===== config.mk =====
export PLATFORM = sky130hd
export DESIGN_NAME = drive_pulse_scheduler
export DESIGN_NICKNAME = d
export VERILOG_FILES = /design/src/rtl/drive_pkg.sv /design/src/rtl/servo_frame_timer.sv /design/src/rtl/drive_pulse_scheduler.sv
export SDC_FILE = /design/constraint.sdc
export NUM_CORES = 1
export LEC_CHECK = 0
export CORE_MARGIN = 3
export CORE_UTILIZATION = 30
export CTS_BUF_LIST = sky130_fd_sc_hd__clkbuf_4 sky130_fd_sc_hd__clkbuf_8
export DETAILED_ROUTE_END_ITERATION = 12
export SLEW_MARGIN = 10
export SYNTH_ARGS = -nofsm -noshare
export SYNTH_HDL_FRONTEND = slang
export SYNTH_SLANG_ARGS = --single-unit

===== constraint.sdc =====
create_clock -name CLK -period 4.2 [get_ports CLK]
set_clock_uncertainty 0.2 [all_clocks]
set_input_delay 0.42 -clock CLK [delete_from_list [all_inputs] [get_ports CLK]]
set_output_delay 0.42 -clock CLK [all_outputs]
set_load 0.05 [all_outputs]

===== src/rtl/drive_pkg.sv =====
// Shared types and constants for the drive PWM scheduler: direction codes,
// scheduler FSM states and the packed command word seen by the modulator.
package drive_pkg;

    localparam int SLOTS = 24;

    localparam logic [1:0] DIR_FWD = 2'd0;
    localparam logic [1:0] DIR_NEU = 2'd1;
    localparam logic [1:0] DIR_REV = 2'd2;

    typedef enum logic [1:0] {
        IDLE,
        RUN,
        DWELL
    } fsm_e;

    typedef struct packed {
        logic [2:0] speed;
        logic [1:0] dir;
    } mod_t;

    localparam mod_t MOD_NEUTRAL = '{speed: 3'd0, dir: DIR_NEU};

    // A reversal is a hard swap between forward and reverse; neutral never counts.
    function automatic logic is_reversal(input logic [1:0] cur, input logic [1:0] nxt);
        return ((cur == DIR_FWD) && (nxt == DIR_REV)) ||
               ((cur == DIR_REV) && (nxt == DIR_FWD));
    endfunction

endpackage


===== src/rtl/servo_frame_timer.sv =====
// Servo frame timebase: free-running frame counter, update/capture strobes,
// captured pulse width and the registered PWM compare.
module servo_frame_timer #(
    parameter int          FRAME_TICKS = 2000000,
    parameter logic [20:0] RESET_PULSE = 21'd150000
) (
    input  logic        clk_i,
    input  logic        rst_ni,
    input  logic [20:0] pulse_i,
    output logic        frame_start_o,
    output logic        upd_pt_o,
    output logic        cap_pt_o,
    output logic        pwm_o
);

    logic [20:0] frame_cnt_q, frame_cnt_d;
    logic [20:0] pulse_width_q;
    logic        pwm_q;
    logic        frame_start_q;

    // Update point sits three cycles ahead of capture so a registered modulator
    // has settled on the new slot before its pulse width is sampled.
    assign upd_pt_o = (frame_cnt_q == 21'(FRAME_TICKS - 4));
    assign cap_pt_o = (frame_cnt_q == 21'(FRAME_TICKS - 1));

    assign frame_cnt_d   = cap_pt_o ? 21'd0 : frame_cnt_q + 21'd1;
    assign frame_start_o = frame_start_q;
    assign pwm_o         = pwm_q;

    always_ff @(posedge clk_i or negedge rst_ni) begin
        if (!rst_ni) begin
            frame_cnt_q   <= 21'd0;
            pulse_width_q <= RESET_PULSE;
            pwm_q         <= 1'b0;
            frame_start_q <= 1'b0;
        end else begin
            frame_cnt_q   <= frame_cnt_d;
            pwm_q         <= (frame_cnt_q < pulse_width_q);
            frame_start_q <= cap_pt_o;
            if (cap_pt_o) begin
                pulse_width_q <= pulse_i;
            end
        end
    end

endmodule


===== src/rtl/drive_pulse_scheduler.sv =====
// Per-channel drive scheduler: command handshake, pending register, reversal
// dwell FSM and slot counter, all advanced once per servo frame.
module drive_pulse_scheduler #(
    parameter int CLK_RATE       = 100000000,
    parameter int FRAME_HZ       = 50,
    parameter int SLOTS          = drive_pkg::SLOTS,
    parameter int NEUTRAL_FRAMES = 5
) (
    input  logic        CLK,
    input  logic        RST_N,
    input  logic        cmd_valid,
    output logic        cmd_ready,
    input  logic [4:0]  cmd_mod,
    input  logic        stop,
    output logic [4:0]  State,
    output logic [4:0]  ModInfo,
    input  logic [20:0] Pulse,
    output logic        pwm_out,
    output logic        frame_start,
    output logic        busy
);

    import drive_pkg::*;

    localparam int          FRAME_TICKS = CLK_RATE / FRAME_HZ;
    localparam logic [20:0] RESET_PULSE = 21'(CLK_RATE * 3 / 2000);
    localparam int          DWELL_W     = (NEUTRAL_FRAMES > 1) ? $clog2(NEUTRAL_FRAMES) : 1;

    fsm_e               state_q, state_d;
    mod_t               mod_q, mod_d;
    mod_t               pend_q;
    mod_t               cmd_in;
    logic               pend_v_q, pend_v_d;
    logic [DWELL_W-1:0] dwell_q, dwell_d;
    logic [4:0]         slot_q, slot_d;
    logic               upd_pt;
    logic               cap_pt;
    logic               fire;
    logic               consume;

    servo_frame_timer #(
        .FRAME_TICKS (FRAME_TICKS),
        .RESET_PULSE (RESET_PULSE)
    ) u_timer (
        .clk_i         (CLK),
        .rst_ni        (RST_N),
        .pulse_i       (Pulse),
        .frame_start_o (frame_start),
        .upd_pt_o      (upd_pt),
        .cap_pt_o      (cap_pt),
        .pwm_o         (pwm_out)
    );

    // Illegal direction 3 is folded to neutral at acceptance time.
    assign cmd_in.speed = cmd_mod[4:2];
    assign cmd_in.dir   = (cmd_mod[1:0] == 2'd3) ? DIR_NEU : cmd_mod[1:0];

    assign cmd_ready = !pend_v_q && !stop;
    assign fire      = cmd_valid && cmd_ready;
    assign pend_v_d  = consume ? 1'b0 : (fire ? 1'b1 : pend_v_q);

    assign slot_d = (slot_q == 5'(SLOTS - 1)) ? 5'd0 : slot_q + 5'd1;

    assign State   = slot_q;
    assign ModInfo = mod_q;

    always_ff @(posedge CLK or negedge RST_N) begin
        if (!RST_N) begin
            state_q <= IDLE;
        end else begin
            state_q <= state_d;
        end
    end

    always_comb begin
        state_d = state_q;
        if (upd_pt) begin
            if (stop) begin
                state_d = IDLE;
            end else begin
                case (state_q)
                    IDLE: begin
                        if (pend_v_q && (pend_q.dir != DIR_NEU)) begin
                            state_d = RUN;
                        end
                    end
                    RUN: begin
                        if (pend_v_q) begin
                            if (pend_q.dir == DIR_NEU) begin
                                state_d = IDLE;
                            end else if (is_reversal(mod_q.dir, pend_q.dir)) begin
                                state_d = DWELL;
                            end
                        end
                    end
                    DWELL: begin
                        if (dwell_q == '0) begin
                            state_d = RUN;
                        end
                    end
                    default: state_d = IDLE;
                endcase
            end
        end
    end

    // During a dwell the pending reversal stays parked, which also keeps cmd_ready low.
    always_comb begin
        mod_d   = mod_q;
        dwell_d = dwell_q;
        consume = 1'b0;
        busy    = (state_q == DWELL);
        if (upd_pt) begin
            if (stop) begin
                mod_d   = MOD_NEUTRAL;
                consume = 1'b1;
            end else begin
                case (state_q)
                    IDLE: begin
                        if (pend_v_q) begin
                            consume = 1'b1;
                            if (pend_q.dir != DIR_NEU) begin
                                mod_d = pend_q;
                            end
                        end
                    end
                    RUN: begin
                        if (pend_v_q) begin
                            if (pend_q.dir == DIR_NEU) begin
                                mod_d   = MOD_NEUTRAL;
                                consume = 1'b1;
                            end else if (is_reversal(mod_q.dir, pend_q.dir)) begin
                                mod_d   = MOD_NEUTRAL;
                                dwell_d = DWELL_W'(NEUTRAL_FRAMES - 1);
                            end else begin
                                mod_d   = pend_q;
                                consume = 1'b1;
                            end
                        end
                    end
                    DWELL: begin
                        if (dwell_q != '0) begin
                            dwell_d = dwell_q - DWELL_W'(1);
                        end else begin
                            mod_d   = pend_q;
                            consume = 1'b1;
                        end
                    end
                    default: begin
                        mod_d   = MOD_NEUTRAL;
                        consume = 1'b1;
                    end
                endcase
            end
        end
    end

    always_ff @(posedge CLK or negedge RST_N) begin
        if (!RST_N) begin
            mod_q    <= MOD_NEUTRAL;
            pend_q   <= '0;
            pend_v_q <= 1'b0;
            dwell_q  <= '0;
            slot_q   <= 5'd0;
        end else begin
            mod_q    <= mod_d;
            dwell_q  <= dwell_d;
            pend_v_q <= pend_v_d;
            if (fire) begin
                pend_q <= cmd_in;
            end
            if (upd_pt) begin
                slot_q <= slot_d;
            end
        end
    end

endmodule


Yosys cells after proc, flatten, opt, wreduce, memory -nomap -nowiden
Cells that the tools add are included.

Input port bits: 30. Flip-flop bits (word level): 65. Logic and storage cells: 89. Output and inout port bits: 14.

Eq/ne operators: 21. Reduce and logical (&&, ||, !) cells: 18. Add/sub/neg operators: 3. Bitwise operators: 1. Multiplexer cells: 33. Magnitude comparators: 1.

Operator list (count): equality test 21 bit (second input constant) (2); 2-to-1 mux 5 bit (8); adder 21 x 1 -> 21 bit (second input constant) (1); < comparator 21 bit (1); 2-to-1 mux 21 bit (1); != test 3 bit (second input constant) (5); one-hot mux 5 bit (3 select lines) (1); 2-to-1 mux 2 bit (7); 2-to-1 mux 3 bit (4); AND reduction 5 bit (2); 2-to-1 mux 1 bit (9); equality test 2 bit (second input constant) (4); AND reduction 7 bit (1); logical NOT 2 bit (3); != test 2 bit (second input constant) (3); one-hot mux 2 bit (3 select lines) (1); one-hot mux 3 bit (2 select lines) (1); adder 5 x 1 -> 5 bit (second input constant) (1); equality test 5 bit (second input constant) (1); logical AND 1 bit (5); equality test 2 x 1 -> 1 bit (second input constant) (2); != test 2 x 1 -> 1 bit (second input constant) (2); != test 4 bit (second input constant) (1); nonzero test 2 bit (2); other kinds (8) (9).

Depth between registers and ports, before layout
Depth after elaboration: 10. Gate-level depth with buffers: 7.

Cells and area by module
Synthesis repeated with hierarchy kept, for this count alone.

Cell total of the unflattened synthesis: 329. Area total of the unflattened synthesis: 3590.9 µm².

Modules (own cells, without submodules): servo_frame_timer (cells each 217, area an instance 2404.8 µm², sequential area each 1111.1 µm², instances 1); drive_pulse_scheduler (cells each 112, area an instance 1186.1 µm², sequential area each 526.8 µm², instances 1).

Worst setup path before layout
OpenSTA, ideal clock, no wires.

Kind: reg2reg. Start point: reg u_timer.frame_cnt_q[9]. End point: reg dwell_q[1]. Arrival time: 2112 ps. Path buffers: 0. Period minus slack after synthesis: 2437 ps. Library setup time: 125 ps. Slack: 1763 ps. Stages on the path, launching flop included: 6. Path through: dfrtp_1 > or4b_4 > nor4_4 > nand3_4 > nor3_1 > mux2_2.

Word-level cells in the longest chain between the ends: 2.

RTL lines: start: declaration (line servo_frame_timer.sv:16) `logic [20:0] frame_cnt_q, frame_cnt_d;`; start signal: assignment (line servo_frame_timer.sv:37) `frame_cnt_q <= frame_cnt_d;`; equality test 21 bit (line servo_frame_timer.sv:23) `assign upd_pt_o = (frame_cnt_q == 21'(FRAME_TICKS - 4));`; AND reduction 7 bit (no source line); end signal: assignment (line drive_pulse_scheduler.sv:167) `dwell_q <= dwell_d;`; end: declaration (line drive_pulse_scheduler.sv:34) `logic [DWELL_W-1:0] dwell_q, dwell_d;`.

No other way between the ends. A chain may end at the register's enable or synchronous reset.

Final worst setup path
Start point: reg u_timer.frame_cnt_q[9]. End point: reg u_timer.pulse_width_q[11].

Word-level cells in the longest chain between the ends: 1.

RTL lines: equality test 21 bit (line servo_frame_timer.sv:24) `assign cap_pt_o = (frame_cnt_q == 21'(FRAME_TICKS - 1));`; end signal: assignment (line servo_frame_timer.sv:41) `pulse_width_q <= pulse_i;`; end: declaration (line servo_frame_timer.sv:17) `logic [20:0] pulse_width_q;`.

No other way between the ends.

==> results.md <==
* Mapped Cells at 348
* CP Capture Type: flip-flop
* GPL Wtd Cong at 0.762
* Seq pwr share at 0.537
* Count leader, synth: dfrtp_1
* Worst-Skew Late Latency at 0.34 ns
* Worst-case clock buffer depth at 2
* Global route total overflow at 0
* F_max at 361 MHz
* Peak VDD IR at 0.150 mV
* Drt first pass iters at 6
* Final wirelength at 7670 um
* Post-Syn Area at 3410 um^2
* DIE HEIGHT at 113 um
* Final nets at 451
* Post-DP HPWL at 5640 um
* Min Tclk post-route at 2.77 ns
* Net Switching at 0.285 mW
* EDFF count, synth at 0
* Synth Flop Type: dfrtp_1
* Commonest cells post-synth: dfrtp_1, nand2_1, o21ai_0
* Final Hold Viols at 0
* Comb pwr share at 0.066
* # rows at 38
* Routed vias/inst at 4.90
* Inserted Clock Buffers at 9
* Setup crit start: u_timer.frame_cnt_q[9]
* Port bufs at 43
* # hold bufs at CTS at 0
* Kind of critical path: flip-flop to flip-flop
* CTS root buffer: clkbuf_8
* Avg WL per Cell at 14.2 um
* Htree depth at 3
* I/O pin total at 44
* Clk sink count at 65
* Power Internal at 0.944 mW
* Synth area leader: dfrtp_1
* Synth async-reset ratio at 1.00
* #FFs+latches synth at 65
* Worst setup path end: u_timer.pulse_width_q[11]
* Syn Nets at 403
* Starting density of the core at 0.311
* Clk pwr share at 0.397
* Worst Hold Class: primary input to async pin
* Setup TNS at 0 ns
* Mean post-synth cell area at 9.80 um^2
* Antenna violations before repair at 0
* Global-route wire length before repair at 13200 um
* Endpoints failing setup at 0
* Largest net degree at the start of global routing at 43
* Clock-pin slew on the worst setup and hold paths at 0.07 ns
* Remaining antenna violation count at 0
* Yosys warns at 0
* # fillers at 1098
* Switching share of total power at 0.232
* Largest cells by area after synthesis: dfrtp_1, ha_1, dfstp_2, nand2_1, o21ai_0
* DRC at 0
* Final slew viol count at 0
* Top cell type's share of synthesized area at 0.411
* Seq/Total Area, Yosys at 0.480
* Relative slew slack at 0.367
* Max Cap Viol at 0
* CP Data Arrival Time at 2.83 ns
* Core ar. at 11000 um^2
* Die span in x at 113 um
* Status: finished clean
* Number of post-CTS setup repair buffers at 0
* Reg2Reg Launch Point: u_timer.frame_cnt_q[9]
* Final Cycle Share at 0.660
* Pleak at 1.92 nW
* Pwr/cell area at 293 nW/um^2
* WP data required at 4.26 ns
* Antenna diode count at 0
* Critical path peak fanout at 32
* Layout cells sized above 1 at 0.0973
* Area Growth Syn to Fin at 22.7%
* Vias in the first global route at 2671
* Post-synthesis cell type count at 47
* Total GRT Usage at 0.129
* RR Endpoint: u_timer.pulse_width_q[11]
* First DRT Iteration DRCs at 152
* Slew at the pin closest to its max-slew limit at 0.949 ns
* CTS tree: yes
* CP startpoint kind: flip-flop
* CTS resizes at 0
* Worst reg-to-reg path cell count at 6
* RSZ-0062 raised after global routing: false
* Routed vias at 2653
* Reg-to-reg slack, setup at 1.43 ns
* WHS at 0.0331 ns
* Die area at 12700 um^2
-- layout by cell type, fill, tap and decap left out, types with 3 or more instances in the layout --
cell type        instances
a21oi_1                 12
a31oi_1                  4
and4_1                   4
clkbuf_8                11
clkdlybuf4s50_1         42
clkinv_2                 3
dfrtp_1                 56
dfstp_2                  9
ha_1                    25
inv_1                   28
mux2_2                   6
nand2_1                 53
nand2b_1                 7
nand3_1                 15
nand4_1                  8
nor2_1                  19
nor3_1                   5
nor4_1                   3
nor4b_1                  3
o21ai_0                 32
or4_1                    3
xnor2_1                 12
xor2_1                   7
-- per-layer routing --
| metal | up-vias | global-route usage | routed length, um | part of all wire |
|---|---|---|---|---|
| li1 | 1316 | - | - | - |
| met1 | 1280 | 0.171 | 3570 | 0.47 |
| met2 | 45 | 0.203 | 3650 | 0.48 |
| met3 | 12 | 0.0291 | 274 | 0.036 |
| met4 | 0 | 0.0521 | 172 | 0.022 |
| met5 | - | 0 | 0 | 0 |
-- layout make-up --
| type | count | area (um^2) | area share |
|---|---|---|---|
| flip-flops and latches | 65 | 1640 | 0.391 |
| well taps | 140 | 175 | 0.0418 |
| clock buffers | 13 | 166 | 0.0397 |
| clock inverters | 3 | 15.0 | 0.00359 |
| inverters | 28 | 105 | 0.0251 |
| multi-input cells | 247 | 1640 | 0.390 |
| repair buffers | 45 | 453 | 0.108 |
-- kinds of logic after synthesis --
logic type,after synthesis,share of synthesized area
AND/OR/NAND/NOR,134,0.209
flip-flops,65,0.480
AO/OA/AOI/OAI,61,0.104
buffers and inverters,36,0.0407
adder cells (fa/ha/maj),25,0.0917
XOR/XNOR,19,0.0488
multiplexers,8,0.0257
-- sequential cells by signal, indices dropped and copies added (netlist names) --
signal,cells
u_timer.pwm_o,1
ModInfo,5
pend_v_q,1
dwell_q,3
u_timer.pulse_width_q,21
state_q,2
u_timer.frame_start_o,1
u_timer.frame_cnt_q,21
pend_q,5
State,5
-- critical path, cell delays in order (launching register included) --
cell     delay [ns]
dfrtp_1        0.47
or4b_4         0.59
nor4_4         0.41
and3_1         0.62
buf_12         0.26
nand2_1        0.06
o21ai_0        0.08
-- worst min path at each step --
stage	from	endpoint	cells past startpoint
2_1_floorplan	RST_N	ModInfo[1]	0
4_1_cts	RST_N	u_timer.pulse_width_q[9]	1
3_5_place_dp	u_timer.pulse_width_q[0]	u_timer.pulse_width_q[0]	2
3_3_place_gp	u_timer.pulse_width_q[0]	u_timer.pulse_width_q[0]	2
6_report	RST_N	u_timer.pulse_width_q[9]	1
5_1_grt	RST_N	u_timer.pulse_width_q[9]	1
-- through the flow --
| stage | setup slack, ns | instance area (um^2) | cells | total power [mW] | utilization |
|---|---|---|---|---|---|
| after floorplan | 1.76 | 3410 | 348 | 0.700 | - |
| after global placement | 1.47 | 4010 | 525 | 0.752 | 0.365 |
| after detailed placement | 1.44 | 4010 | 525 | 0.754 | 0.365 |
| after CTS | 1.43 | 4190 | 541 | 1.25 | 0.381 |
| after global routing | 1.19 | 4190 | 541 | 1.29 | 0.381 |
| final | 1.43 | 4190 | 541 | 1.23 | 0.381 |
-- power by group through the flow --
stage               Sequential (mW)  Combinational (mW)  Clock, mW
finish                        0.660              0.0817      0.487
global route                  0.663              0.0909      0.532
CTS                           0.659              0.0835      0.504
detailed placement            0.671              0.0829          0
global placement              0.670              0.0821          0
floorplan                     0.666              0.0342          0
No activity file was read; power rests on OpenSTA's default activity.
